`config.mk`:
```
export PLATFORM = sky130hd
export DESIGN_NAME = sr_flag_arbiter_flat
export DESIGN_NICKNAME = d
export VERILOG_FILES = /design/src/rtl/sr_flag_arbiter_if.sv /design/src/rtl/sr_flag_arbiter.sv /design/src/flat_wrapper.sv
export SDC_FILE = /design/constraint.sdc
export NUM_CORES = 1
export LEC_CHECK = 0
export ABC_AREA = 1
export BUFFER_PORTS_ARGS = -buffer_cell sky130_fd_sc_hd__buf_2
export CAP_MARGIN = 40
export CORE_UTILIZATION = 50
export CTS_BUF_LIST = sky130_fd_sc_hd__clkbuf_8 sky130_fd_sc_hd__clkbuf_16
export CTS_CLUSTER_SIZE = 8
export DETAILED_ROUTE_END_ITERATION = 12
export PLACE_DENSITY = 0.69
export SETUP_SLACK_MARGIN = 0.1
export SLEW_MARGIN = 20
export SYNTH_ARGS = -nofsm -noshare
export SYNTH_HDL_FRONTEND = slang
export SYNTH_SLANG_ARGS = --single-unit
```
`constraint.sdc`:
```
create_clock -name clk -period 1.6 [get_ports clk]
set_input_delay 0.32 -clock clk [delete_from_list [all_inputs] [get_ports clk]]
set_output_delay 0.32 -clock clk [all_outputs]
set_load 0.02 [all_outputs]
```
`src/rtl/sr_flag_arbiter_if.sv`:
```
// Grant bus between the SR flag arbiter and its requesters/consumer.
// The master side drives set/reset/done; the slave side reports flags and grant.
interface sr_flag_arbiter_if #(
    parameter int N   = 4,
    parameter int IDW = $clog2(N)
);
    logic [N-1:0]   s;
    logic [N-1:0]   r;
    logic [N-1:0]   flags;
    logic           gnt_valid;
    logic [IDW-1:0] gnt_id;
    logic           done;
    logic           busy;
    logic           timeout_err;

    modport master (
        output s, r, done,
        input  flags, gnt_valid, gnt_id, busy, timeout_err
    );

    modport slave (
        input  s, r, done,
        output flags, gnt_valid, gnt_id, busy, timeout_err
    );
endinterface

```
`src/rtl/sr_flag_arbiter.sv`:
```
// Sticky SR request flags with a round-robin single-grant scheduler.
// Grants end on done, on the flag being dropped, or on a cycle timeout.
module sr_flag_arbiter #(
    parameter int N       = 4,
    parameter int TIMEOUT = 15
) (
    input logic           clk,
    input logic           reset,
    sr_flag_arbiter_if.slave bus
);
    localparam int IDW = $clog2(N);
    localparam int TW  = $clog2(TIMEOUT + 1);
    localparam logic [TW-1:0]  TLAST = TW'(TIMEOUT - 1);
    localparam logic [IDW-1:0] IDMAX = IDW'(N - 1);

    typedef enum logic {IDLE, GRANT} state_t;

    state_t         state;
    logic [N-1:0]   flags_q;
    logic [N-1:0]   flags_d;
    logic [N-1:0]   clr;
    logic           gnt_valid_q;
    logic [IDW-1:0] gnt_id_q;
    logic           busy_q;
    logic           to_q;
    logic [IDW-1:0] ptr;
    logic [TW-1:0]  timer;
    logic [IDW-1:0] pick;
    logic [IDW-1:0] cand;
    logic [IDW-1:0] nxt;

    assign nxt = (gnt_id_q == IDMAX) ? '0 : gnt_id_q + 1'b1;

    // Walk downward so the closest set bit at/after ptr is the last one kept.
    always_comb begin
        pick = '0;
        cand = '0;
        for (int k = N - 1; k >= 0; k--) begin
            cand = IDW'((int'(ptr) + k) % N);
            if (flags_q[cand]) pick = cand;
        end
    end

    // Completion clears the granted bit; a same-cycle set still wins below.
    always_comb begin
        clr = '0;
        if (state == GRANT) begin
            if (bus.done)
                clr[gnt_id_q] = 1'b1;
            else if (flags_q[gnt_id_q] && timer == TLAST)
                clr[gnt_id_q] = 1'b1;
        end
        flags_d = (bus.s & ~bus.r) | (flags_q & ~bus.r & ~clr);
    end

    always_ff @(posedge clk or negedge reset) begin
        if (!reset) begin
            state       <= IDLE;
            flags_q     <= '0;
            gnt_valid_q <= 1'b0;
            gnt_id_q    <= '0;
            busy_q      <= 1'b0;
            to_q        <= 1'b0;
            ptr         <= '0;
            timer       <= '0;
        end else begin
            flags_q <= flags_d;
            to_q    <= 1'b0;
            case (state)
                IDLE: begin
                    if (|flags_q) begin
                        gnt_id_q    <= pick;
                        gnt_valid_q <= 1'b1;
                        busy_q      <= 1'b1;
                        timer       <= '0;
                        state       <= GRANT;
                    end
                end
                GRANT: begin
                    if (bus.done) begin
                        ptr         <= nxt;
                        gnt_valid_q <= 1'b0;
                        busy_q      <= 1'b0;
                        state       <= IDLE;
                    end else if (!flags_q[gnt_id_q]) begin
                        gnt_valid_q <= 1'b0;
                        busy_q      <= 1'b0;
                        state       <= IDLE;
                    end else if (timer == TLAST) begin
                        ptr         <= nxt;
                        to_q        <= 1'b1;
                        gnt_valid_q <= 1'b0;
                        busy_q      <= 1'b0;
                        state       <= IDLE;
                    end else begin
                        timer <= timer + 1'b1;
                    end
                end
                default: state <= IDLE;
            endcase
        end
    end

    assign bus.flags       = flags_q;
    assign bus.gnt_valid   = gnt_valid_q;
    assign bus.gnt_id      = gnt_id_q;
    assign bus.busy        = busy_q;
    assign bus.timeout_err = to_q;
endmodule

```
`src/flat_wrapper.sv`:
```
// flat-port wrapper written by rule: the top's interface ports become plain ports
module sr_flag_arbiter_flat 
#(
    parameter int N       = 4,
    parameter int TIMEOUT = 15
)
  (clk, reset, bus_s, bus_r, bus_done, bus_flags, bus_gnt_valid, bus_gnt_id, bus_busy, bus_timeout_err);
  sr_flag_arbiter_if #(.N(N)) bus_i ();
  input logic clk;
  input logic reset;
  input wire logic [$bits(bus_i.s)-1:0] bus_s;
  input wire logic [$bits(bus_i.r)-1:0] bus_r;
  input wire logic [$bits(bus_i.done)-1:0] bus_done;
  output wire logic [$bits(bus_i.flags)-1:0] bus_flags;
  output wire logic [$bits(bus_i.gnt_valid)-1:0] bus_gnt_valid;
  output wire logic [$bits(bus_i.gnt_id)-1:0] bus_gnt_id;
  output wire logic [$bits(bus_i.busy)-1:0] bus_busy;
  output wire logic [$bits(bus_i.timeout_err)-1:0] bus_timeout_err;
  assign bus_i.s = bus_s;
  assign bus_i.r = bus_r;
  assign bus_i.done = bus_done;
  assign bus_flags = bus_i.flags;
  assign bus_gnt_valid = bus_i.gnt_valid;
  assign bus_gnt_id = bus_i.gnt_id;
  assign bus_busy = bus_i.busy;
  assign bus_timeout_err = bus_i.timeout_err;
  sr_flag_arbiter #(.N(N), .TIMEOUT(TIMEOUT)) u_core (.clk(clk), .reset(reset), .bus(bus_i));
endmodule
```
==> summary.md, run 1 <==
| Metric | Value |
|---|---|
| Status | finished clean |
| Largest net degree at the start of global routing | 16 |
| EDFF count, synth | 0 |
| Worst setup EP type | register |
| Worst EP required | 1740 ps |
| Arrival @ worst endpoint | 1520 ps |
| Register area share after synthesis | 36.23% |
| Final hold vios | 0 |
| Initial antenna violation count | 0 |
| Number of antenna diodes | 0 |
| Normalized max-slew margin | 75.97% |
| Number of global-route vias before repair | 742 |
| Synthesized flop and latch total | 15 |
| Final Skew | 2.799 ps |
| Deepest clock path buffer count | 2 |
| First-pass GRT wire length | 3167 um |
| Via count | 929 |
| Total GRT Usage | 20.28% |
| Die width | 47.52 um |
| Clock Latency Late Sink | 250 ps |
| Post-layout instance count excluding filler cells | 191 |
| Num rows | 16 |
| Slowest-stage cell, CP | dfrtp_1 |
| Placed cells | 185 |
| Synth Area per Inst | 7.347 sq um |
| CTS Buf Count | 3 |
| CTS H-tree depth | 1 |
| Chip height | 47.52 um |
| TritonRoute pass-1 iters | 4 |
| Count of different cell masters after synthesis | 23 |
| Wire per inst | 10.66 um |
| CP max stage delay | 390 ps |
| Fin crit share | 86.41% |
| Tightest Hold Check Type | in2reg |
| Layout cells sized above 1 | 25.00% |
| Max-cap violations | 0 |
| Main synth FF type | dfrtp_1 |
| Syn nets | 158 |
| Top-area cell type share of the netlist area | 36.23% |
| Grt total ovfl | 0 |
| PortBufs | 19 |
| Dominant cell type by area after synthesis | dfrtp_1 |
| Detailed placement HPWL | 1529 um |
| Critical path peak fanout | 8 |
| CTS Root Buffer Type | clkbuf_8 |
| Total power | 2131 uW |
| Critical path class | reg2reg |
| Mapped Area | 1036 sq um |
| Fin nets | 182 |
| Pleak | 0.0006901 uW |
| Max VDD drop | 0.8918 mV |
| Initial Util | 52.81% |
| Core footprint | 1962 sq um |
| Setup tns final | 0 ps |
| Remaining DRCs | 0 |
| Drt initial violations | 19 |
| Routability cong. | 0.8053 |
| CTS tree | yes |
| Async SR Flop Fraction | 100.0% |
| RSZ-0062 raised after global routing | false |
| Die Area | 2258 sq um |
| Clk slew on worst S/H paths | 60 ps |
| Final setup viols | 0 |
| Final antenna-violating net count | 0 |
| Peak Freq | 723.3 MHz |
| WL final | 2036 um |
| Area delta synth->final | 16.79% |
| Sink Count | 15 |
| Final slew viol count | 0 |
| Final min period | 1382 ps |
| IO Count | 20 |
| Worst-path cell chain | inv_2 > ha_1 > nand3_1 > nor2_1 > nand2_2 > nand2_4 > nand2_1 > nand3_1 > nand2_1 |
| Worst Tran Pin Value | 360.4 ps |
| Synth area leaders | dfrtp_1, nand2_1, nand3_1, ha_1, inv_1 |
| Vias/cell | 4.864 |
| PwrDens | 1762 nW/um^2 |
| Ys Warns | 0 |
| CP Launch Type | register |
| Post-Synthesis Cells | 141 |
==> stage by stage <==
stage	util [%]	area (sq um)	hold WS [ps]	setup WS, ps
floorplan	-	1036	24.41	293.9
global placement	58.42	1146	251.8	231.7
detailed placement	58.42	1146	252.6	188.2
CTS	61.29	1202	264.3	181.1
global route	61.67	1210	261.7	104.0
finish	61.67	1210	265.5	217.5
==> layer usage <==
layer	up-vias	routed length, um	part of all wire [%]	global-route usage [%]
met5	-	0	0	0
met4	0	11	0.54	6.857
li1	488	-	-	-
met2	22	852	42	32.05
met3	2	80	3.9	4.528
met1	417	1092	54	27.31
==> cells in the final DEF, fill, tap and decap left out, types with 2 or more instances in the layout <==
cell and n:
nand2_1 54, buf_2 19, nand3_1 17, dfrtp_1 15, inv_1 11, nor2_1 8
ha_1 6, inv_2 5, nand2_2 4, o21ai_1 3, clkbuf_8 3, o211ai_1 2
nand2_4 2, nand3_2 2, xor2_1 2
==> registers in the layout (all words and copies together), names as in the netlist <==
name / count
u_core.bus.flags: 4
u_core.timer: 4
u_core.bus.gnt_id: 2
u_core.ptr: 2
u_core.bus.busy: 1
u_core.bus.timeout_err: 1
u_core.state: 1
==> final timing paths <==
path,start,slack (ps),end,depth (start not counted)
min in group asynchronous,reset,510,u_core.bus.gnt_id[1],2
hold / removal,bus_done,270,u_core.bus.timeout_err,2
setup / recovery,u_core.timer[0],220,u_core.bus.flags[0],9
setup reg to reg,u_core.timer[0],220,u_core.bus.flags[0],9
hold reg to reg,u_core.bus.busy,480,u_core.bus.busy,2
max in group asynchronous,reset,830,u_core.bus.flags[2],2
==> critical path, delay by kind of cell (launching register included) <==
| kind | cells | cell delay [ps] |
|---|---|---|
| fa+ha+maj | 1 | 140 |
| buf+inv | 1 | 80 |
| flops | 1 | 390 |
| simple gates | 7 | 660 |
==> cell type report <==
type | instances | area (sq um)
tap | 27 | 33.78
sequential | 15 | 375.4
timing repair buffer | 21 | 112.6
multi-input combinational | 107 | 573.1
fill | 199 | 752.0
clock buffer | 3 | 41.29
clock inverter | 1 | 5.005
inverter | 17 | 68.82
==> logic make-up (layout without fill, tap and decap cells) <==
family	after synthesis	count (layout)	share of synthesized area, %
AND/OR/NAND/NOR	89	89	39.49
buffers and inverters	19	42	8.454
flip-flops	15	15	36.23
AO/OA/AOI/OAI	10	10	6.883
adder cells (fa/ha/maj)	6	6	7.246
XOR/XNOR	2	2	1.691
==> what timing repair did <==
item,4_1_cts,5_1_grt
setup buffers,0,1
hold buffers,1,0
endpoints found under the setup margin,0,4
endpoints found under the hold margin,15,0
gates resized for setup,0,1
==> where the power goes <==
group	total (uW)	internal [uW]	leakage, uW	switching [uW]
logic	1140	418	0.000476	718
registers	685	499	0.000188	186
clock network	311	172	0.0000255	138
==> synth_stat cells, drive strengths merged (2+ instances only) <==
master,instances
nand3,20
dfrtp,15
ha,6
xor2,2
o211ai,2
buf,2
o21ai,5
inv,17
nor2,9
nand2,60
Power figures use the tool's default switching activity.
==> inputs of run 2 (changes only) <==
Settings changed: CELL_PAD_IN_SITES_DETAIL_PLACEMENT from default to 0, CELL_PAD_IN_SITES_GLOBAL_PLACEMENT from default to 1, CORE_UTILIZATION 50 to 31, PLACE_DENSITY 0.69 to 0.61.
==> run 2 against run 1 <==
Against the previous run:
- largest cell class unchanged
- sequential share of layout area shrank 0.47 points
- critical path type unchanged
- highest routed layer unchanged
- cell area increased by 1.9%
- non-clock buffer count fell by 1
==> summary.md, run 2 (synthesis gave the netlist of run 1 again) <==
| Metric | Value |
|---|---|
| CTS Root Buffer Type | clkbuf_8 |
| Arrival @ worst endpoint | 1500 ps |
| IO Count | 20 |
| Via count | 920 |
| Clk slew on worst S/H paths | 70 ps |
| Final Util | 39.72% |
| Number of antenna diodes | 0 |
| Critical path peak fanout | 8 |
| Normalized max-slew margin | 75.38% |
| Max VDD drop | 0.5290 mV |
| Combinational power share | 52.7% |
| Area delta synth->final | 18.96% |
| Net switching power | 1064 uW |
| Multi-input logic area | 580.6 sq um |
| Final slew viol count | 0 |
| Final antenna-violating net count | 0 |
| Die width | 59.81 um |
| Initial Util | 33.39% |
| Clock Latency Late Sink | 250 ps |
| Hold Path Sink | u_core.bus.flags[1] |
| Die Area | 3577 sq um |
| Tightest Hold Check Type | in2reg |
| Largest net degree at the start of global routing | 16 |
| Status | finished clean |
| Chip height | 59.81 um |
| Commonest non-fill, non-tap cell in the layout | nand2_1 |
| Peak Freq | 739.6 MHz |
| Pleak | 0.0006843 uW |
| Fin crit share | 84.51% |
| Final Skew | 1.605 ps |
| Fin nets | 181 |
| Switching Share | 49.59% |
| Placed cells | 202 |
| Clock network power share | 14.9% |
| Routability cong. | 0.7696 |
| First-pass GRT wire length | 3822 um |
| Vias/cell | 4.444 |
| CTS H-tree depth | 1 |
| Reg-to-Reg End | u_core.bus.flags[1] |
| Number of global-route vias before repair | 826 |
| Detailed placement HPWL | 1714 um |
| CTS tree | yes |
| Final min period | 1352 ps |
| RR Startpoint | u_core.timer[0] |
| TritonRoute pass-1 iters | 4 |
| Register area | 376.6 sq um |
| Initial antenna violation count | 0 |
| Deepest clock path buffer count | 2 |
| Post-route setup slack | 247.8 ps |
| Final setup viols | 0 |
| Hold_sp | bus_s[1] |
| Layout cells sized above 1 | 26.38% |
| Core footprint | 3103 sq um |
| Drt initial violations | 27 |
| Setup tns final | 0 ps |
| CTS Buf Count | 3 |
| WL final | 2258 um |
| Critical path class | reg2reg |
| Most frequent cells in the layout | nand2_1, buf_2, nand3_1 |
| Max-cap violations | 0 |
| Reg power frac | 32.4% |
| Worst setup EP type | register |
| Num rows | 20 |
| Worst hold stages | 3 |
| Sink Count | 15 |
| Final hold vios | 0 |
| Number of setup buffers added after CTS | 0 |
| Wire per inst | 10.91 um |
| Pint | 1082 uW |
| PwrDens | 1742 nW/um^2 |
| Worst Setup Slack post-DPL | 194.2 ps |
| Setup slack, reg-to-reg | 250 ps |
| Worst R2R Path Depth | 9 |
| Remaining DRCs | 0 |
| Worst Tran Pin Value | 369.3 ps |
| CP Launch Type | register |
| PortBufs | 19 |
| RSZ-0062 raised after global routing | false |
| Grt total ovfl | 0 |
| Post-layout instance count excluding filler cells | 207 |
| Worst EP required | 1750 ps |
| Filler cells | 361 |
| Total GRT Usage | 14.64% |
-- run 2: cell types whose count changed in the layout (fill, tap and decap cells not counted) --
cell	delta
dfrtp_1	-1
nand3_2	+1
nor2_1	-1
buf_4	-1
nand3_1	-1
nor2_2	+1
dfrtp_2	+1
-- run 2: repair_timing --
item	CTS	global route
setup endpoints to repair	0	5
endpoints found under the hold margin	15	0
hold buffers	1	0
gates resized for setup	0	4
-- run 2: per-layer routing --
metal  part of all wire, %  routed length [um]  global-route usage (%)
met1                    52                1178                   21.00
met2                    42                 953                   20.95
met3                   3.7                  83                   2.597
met4                   1.9                  42                   6.977
met5                     0                   0                       0
-- run 2: worst max-delay path, cell delays in order, from the launching register on --
cell	delay [ps]
dfrtp_1	410
inv_2	80
ha_1	170
nand3_2	110
nor2_2	120
nand2_2	80
nand2_4	100
nand2_1	70
nand3_1	60
nand2_1	50
-- run 2: area by class of cell --
type	instances	share of cell area, %
Clock inverter	1	0.4061
Inverter	17	5.584
Multi-Input combinational cell	107	47.11
Clock buffer	3	3.350
Sequential cell	15	30.56
Tap cell	44	4.467
Timing Repair Buffer	20	8.528
-- run 2: worst max-delay path by stage --
stage | from | end
3_5_place_dp | u_core.timer[0] | u_core.bus.flags[1]
3_3_place_gp | u_core.timer[0] | u_core.bus.flags[1]
4_1_cts | u_core.timer[0] | u_core.bus.flags[1]
5_1_grt | u_core.timer[0] | u_core.bus.flags[1]
6_report | u_core.timer[0] | u_core.bus.flags[1]
2_1_floorplan | u_core.timer[0] | u_core.bus.flags[0]
-- run 2: power groups by stage --
stage	Clock (uW)	Sequential, uW	Combinational (uW)
floorplan	0	689	891
global placement	0	694	1130
detailed placement	0	695	1130
CTS	334	691	1140
global route	345	724	1310
finish	319	695	1130
-- run 2: metrics by stage --
stage / power, uW / cell area (sq um) / hold WS (ps)
after floorplan: 1580 / 1036 / 24.41
after global placement: 1820 / 1167 / 260.3
after detailed placement: 1823 / 1167 / 263.4
after CTS: 2163 / 1224 / 260.2
after global routing: 2378 / 1232 / 276.7
final: 2146 / 1232 / 264.1
==> inputs of run 3 (changes only) <==
Settings changed: ABC_AREA 1 to 0, PLACE_DENSITY 0.61 to 0.62.
Clock period 1.6 ns to 1.1 ns, I/O delays scaled along.
==> run 3 against run 2 <==
Against the previous run:
- the flow now finishes with violations (setup timing)
- setup slack got worse by 820 ps
- synthesized area down 21%
- maximum frequency decreased by 19%
- via count decreased by 12%
- power rose by 28%
- register-to-register slack got worse by 820 ps
- synthesized cell count fell by 40%
- largest cell class unchanged
==> summary.md, run 3 <==
| Metric | Value |
|---|---|
| Sink Count | 15 |
| CTS Buf Count | 3 |
| EDFF count, synth | 0 |
| Reg power frac | 29.8% |
| Remaining DRCs | 0 |
| Slowest-stage cell, CP | mux4_2 |
| Synth Area per Inst | 9.727 sq um |
| Critical path peak fanout | 2 |
| Via count | 807 |
| Dominant cell type by area after synthesis | dfrtp_1 |
| Die width | 53.34 um |
| Worst Tran Pin Value | 347.2 ps |
| Layout cells sized above 1 | 50.76% |
| Fin nets | 150 |
| Beginning of the critical path | u_core.bus.flags[3] |
| Tightest Hold Check Type | in2reg |
| Worst setup EP type | register |
| Final Skew | 8.921 ps |
| Worst EP required | 1240 ps |
| RSZ-0062 raised after global routing | true |
| Detailed placement HPWL | 1482 um |
| Clock Latency Late Sink | 250 ps |
| Final min period | 1675 ps |
| Busiest layer in global routing | met2 |
| Total GRT Usage | 17.61% |
| Top-area cell type share of the netlist area | 45.94% |
| Chip height | 53.34 um |
| CTS H-tree depth | 1 |
| Number of global-route vias before repair | 756 |
| CP Launch Type | register |
| Worst-path cell chain | mux4_2 > a41oi_2 > nand2b_4 > mux2_4 |
| Setup slack, reg-to-reg | -570 ps |
| Net switching power | 1027 uW |
| Final setup viols | 21 |
| Core footprint | 2477 sq um |
| Hold Path Sink | u_core.bus.flags[0] |
| Arrival @ worst endpoint | 1810 ps |
| Die Area | 2845 sq um |
| Area delta synth->final | 60.95% |
| First-pass GRT wire length | 3456 um |
| RR Startpoint | u_core.bus.flags[3] |
| Placement-stage cell area | 1081 sq um |
| Syn nets | 101 |
| Final hold vios | 0 |
| Main synth FF type | dfrtp_1 |
| WL final | 2235 um |
| Wire per inst | 13.80 um |
| Switching Share | 37.39% |
| Grt total ovfl | 0 |
| Fin crit share | 152.3% |
| Worst hold stages | 2 |
| Max-cap violations | 0 |
| Post-Synthesis Cells | 84 |
| Hold_sp | bus_r[0] |
| Dominant cell by count in the synthesized netlist | dfrtp_1 |
| CTS tree | yes |
| Deepest clock path buffer count | 2 |
| PwrDens | 2089 nW/um^2 |
| Clock network power share | 15.7% |
| Initial antenna violation count | 0 |
| Worst R2R Path Depth | 4 |
| IO Count | 20 |
| Peak Freq | 597.1 MHz |
| Pint | 1720 uW |
| Ys Warns | 0 |
| Mapped Area | 817.0 sq um |
| Most frequent cells in the layout | buf_4, buf_2, inv_1, buf_6, dfrtp_1 |
| Critical path class | reg2reg |
| Design area | 1315 sq um |
| Register area share after synthesis | 45.94% |
| Drt initial violations | 23 |
| Failing checks | setup timing |
| Total power | 2747 uW |
| Met3 Use GR | 6.034% |
| Final antenna-violating net count | 0 |
| Post-route setup slack | -574.8 ps |
| WP buf/inv | 0 |
| Reg-to-Reg End | u_core.ptr[1] |
| Max VDD drop | 1.074 mV |
| Normalized max-slew margin | 76.85% |
| Combinational power share | 54.4% |
| Synthesized flop and latch total | 15 |
| TritonRoute pass-1 iters | 4 |
| Count of different cell masters after synthesis | 24 |
| Routability cong. | 0.7611 |
| Number of antenna diodes | 0 |
| Synth area leaders | dfrtp_1, ha_1, inv_1, nand2_1, a21oi_1 |
| PortBufs | 19 |
| Final slew viol count | 0 |
| Num rows | 18 |
| Crit path max-delay family | multiplexers |
| Commonest non-fill, non-tap cell in the layout | buf_4 |
| Largest net degree at the start of global routing | 16 |
| Status | complete, but fails checks |
| Async SR Flop Fraction | 100.0% |
| Global-route met2 utilization | 27.50% |
| GR Layer Usage met1 | 23.14% |
| Initial Util | 32.98% |
| Pleak | 0.0006413 uW |
| Clk slew on worst S/H paths | 60 ps |
| CP max stage delay | 500 ps |
| Vias/cell | 4.981 |
| Top cells by count, synth | dfrtp_1, inv_1, nand2_1, a21oi_1, o21ai_0 |
| CTS Root Buffer Type | clkbuf_8 |
## run 3: repair_timing
action                                  in CTS  in global routing
buffers inserted                             4                  4
pin swaps                                    6                  2
gates cloned                                 1                  0
hold endpoints to repair                    15                  0
hold buffers                                 1                  0
endpoints found under the setup margin      23                 23
gates resized for setup                     30                  9
## run 3: power groups by stage
stage	clock [uW]	combinational, uW	sequential, uW
floorplan	0	510	915
global placement	0	1060	813
detailed placement	0	1060	819
CTS	446	1400	816
global route	472	1630	832
finish	432	1500	820
## run 3: routing by layer
| metal | share of wire [%] | routed length (um) |
|---|---|---|
| met1 | 44 | 983 |
| met2 | 51 | 1133 |
| met3 | 4.6 | 102 |
| met4 | 0.72 | 16 |
| met5 | 0 | 0 |
## run 3: logic make-up (layout without fill, tap and decap cells)
logic type / after synthesis / count (layout) / share of synthesized area [%]
AOI/OAI and AO/OA: 25 / 25 / 20.52
buffers and inverters: 12 / 60 / 5.973
muxes: 3 / 3 / 5.360
adders and majority gates: 6 / 6 / 9.188
and+or+nand+nor: 23 / 23 / 13.02
DFF: 15 / 15 / 45.94
## run 3: through the flow
stage | setup TNS, ps | hold slack, ps | util (%) | setup slack [ps] | std cells
finish | -6798 | 119.7 | 53.08 | -574.8 | 162
global route | -7901 | 109.2 | 53.08 | -633.4 | 162
CTS | -6334 | 109.2 | 51.11 | -512.8 | 159
detailed placement | -5210 | 146.1 | 43.64 | -545.5 | 149
global placement | -5046 | 144.4 | 43.64 | -528.8 | 149
floorplan | -6221 | -75.59 | - | -693.2 | 84
## run 3: worst register-to-register path, stage by stage (launching register included)
cell and delay, ps:
dfrtp_2 400, mux4_2 500, a41oi_2 200, nand2b_4 180, mux2_4 290
## run 3: final cells by class
class / instances / area, sq um
Timing Repair Buffer: 46 / 359.1
Clock inverter: 1 / 3.754
Multi-Input combinational cell: 57 / 455.4
Sequential cell: 15 / 380.4
Fill cell: 242 / 1162
Inverter: 10 / 37.54
Clock buffer: 3 / 41.29
Tap cell: 30 / 37.54
## run 3: how the worst max path moves through the flow
stage / endpoint / slack [ps] / cells past startpoint
floorplan: u_core.ptr[1] / -690 / 4
global placement: u_core.ptr[1] / -530 / 4
detailed placement: u_core.ptr[1] / -550 / 4
CTS: u_core.ptr[1] / -510 / 4
global route: u_core.ptr[1] / -630 / 4
finish: u_core.ptr[1] / -570 / 4
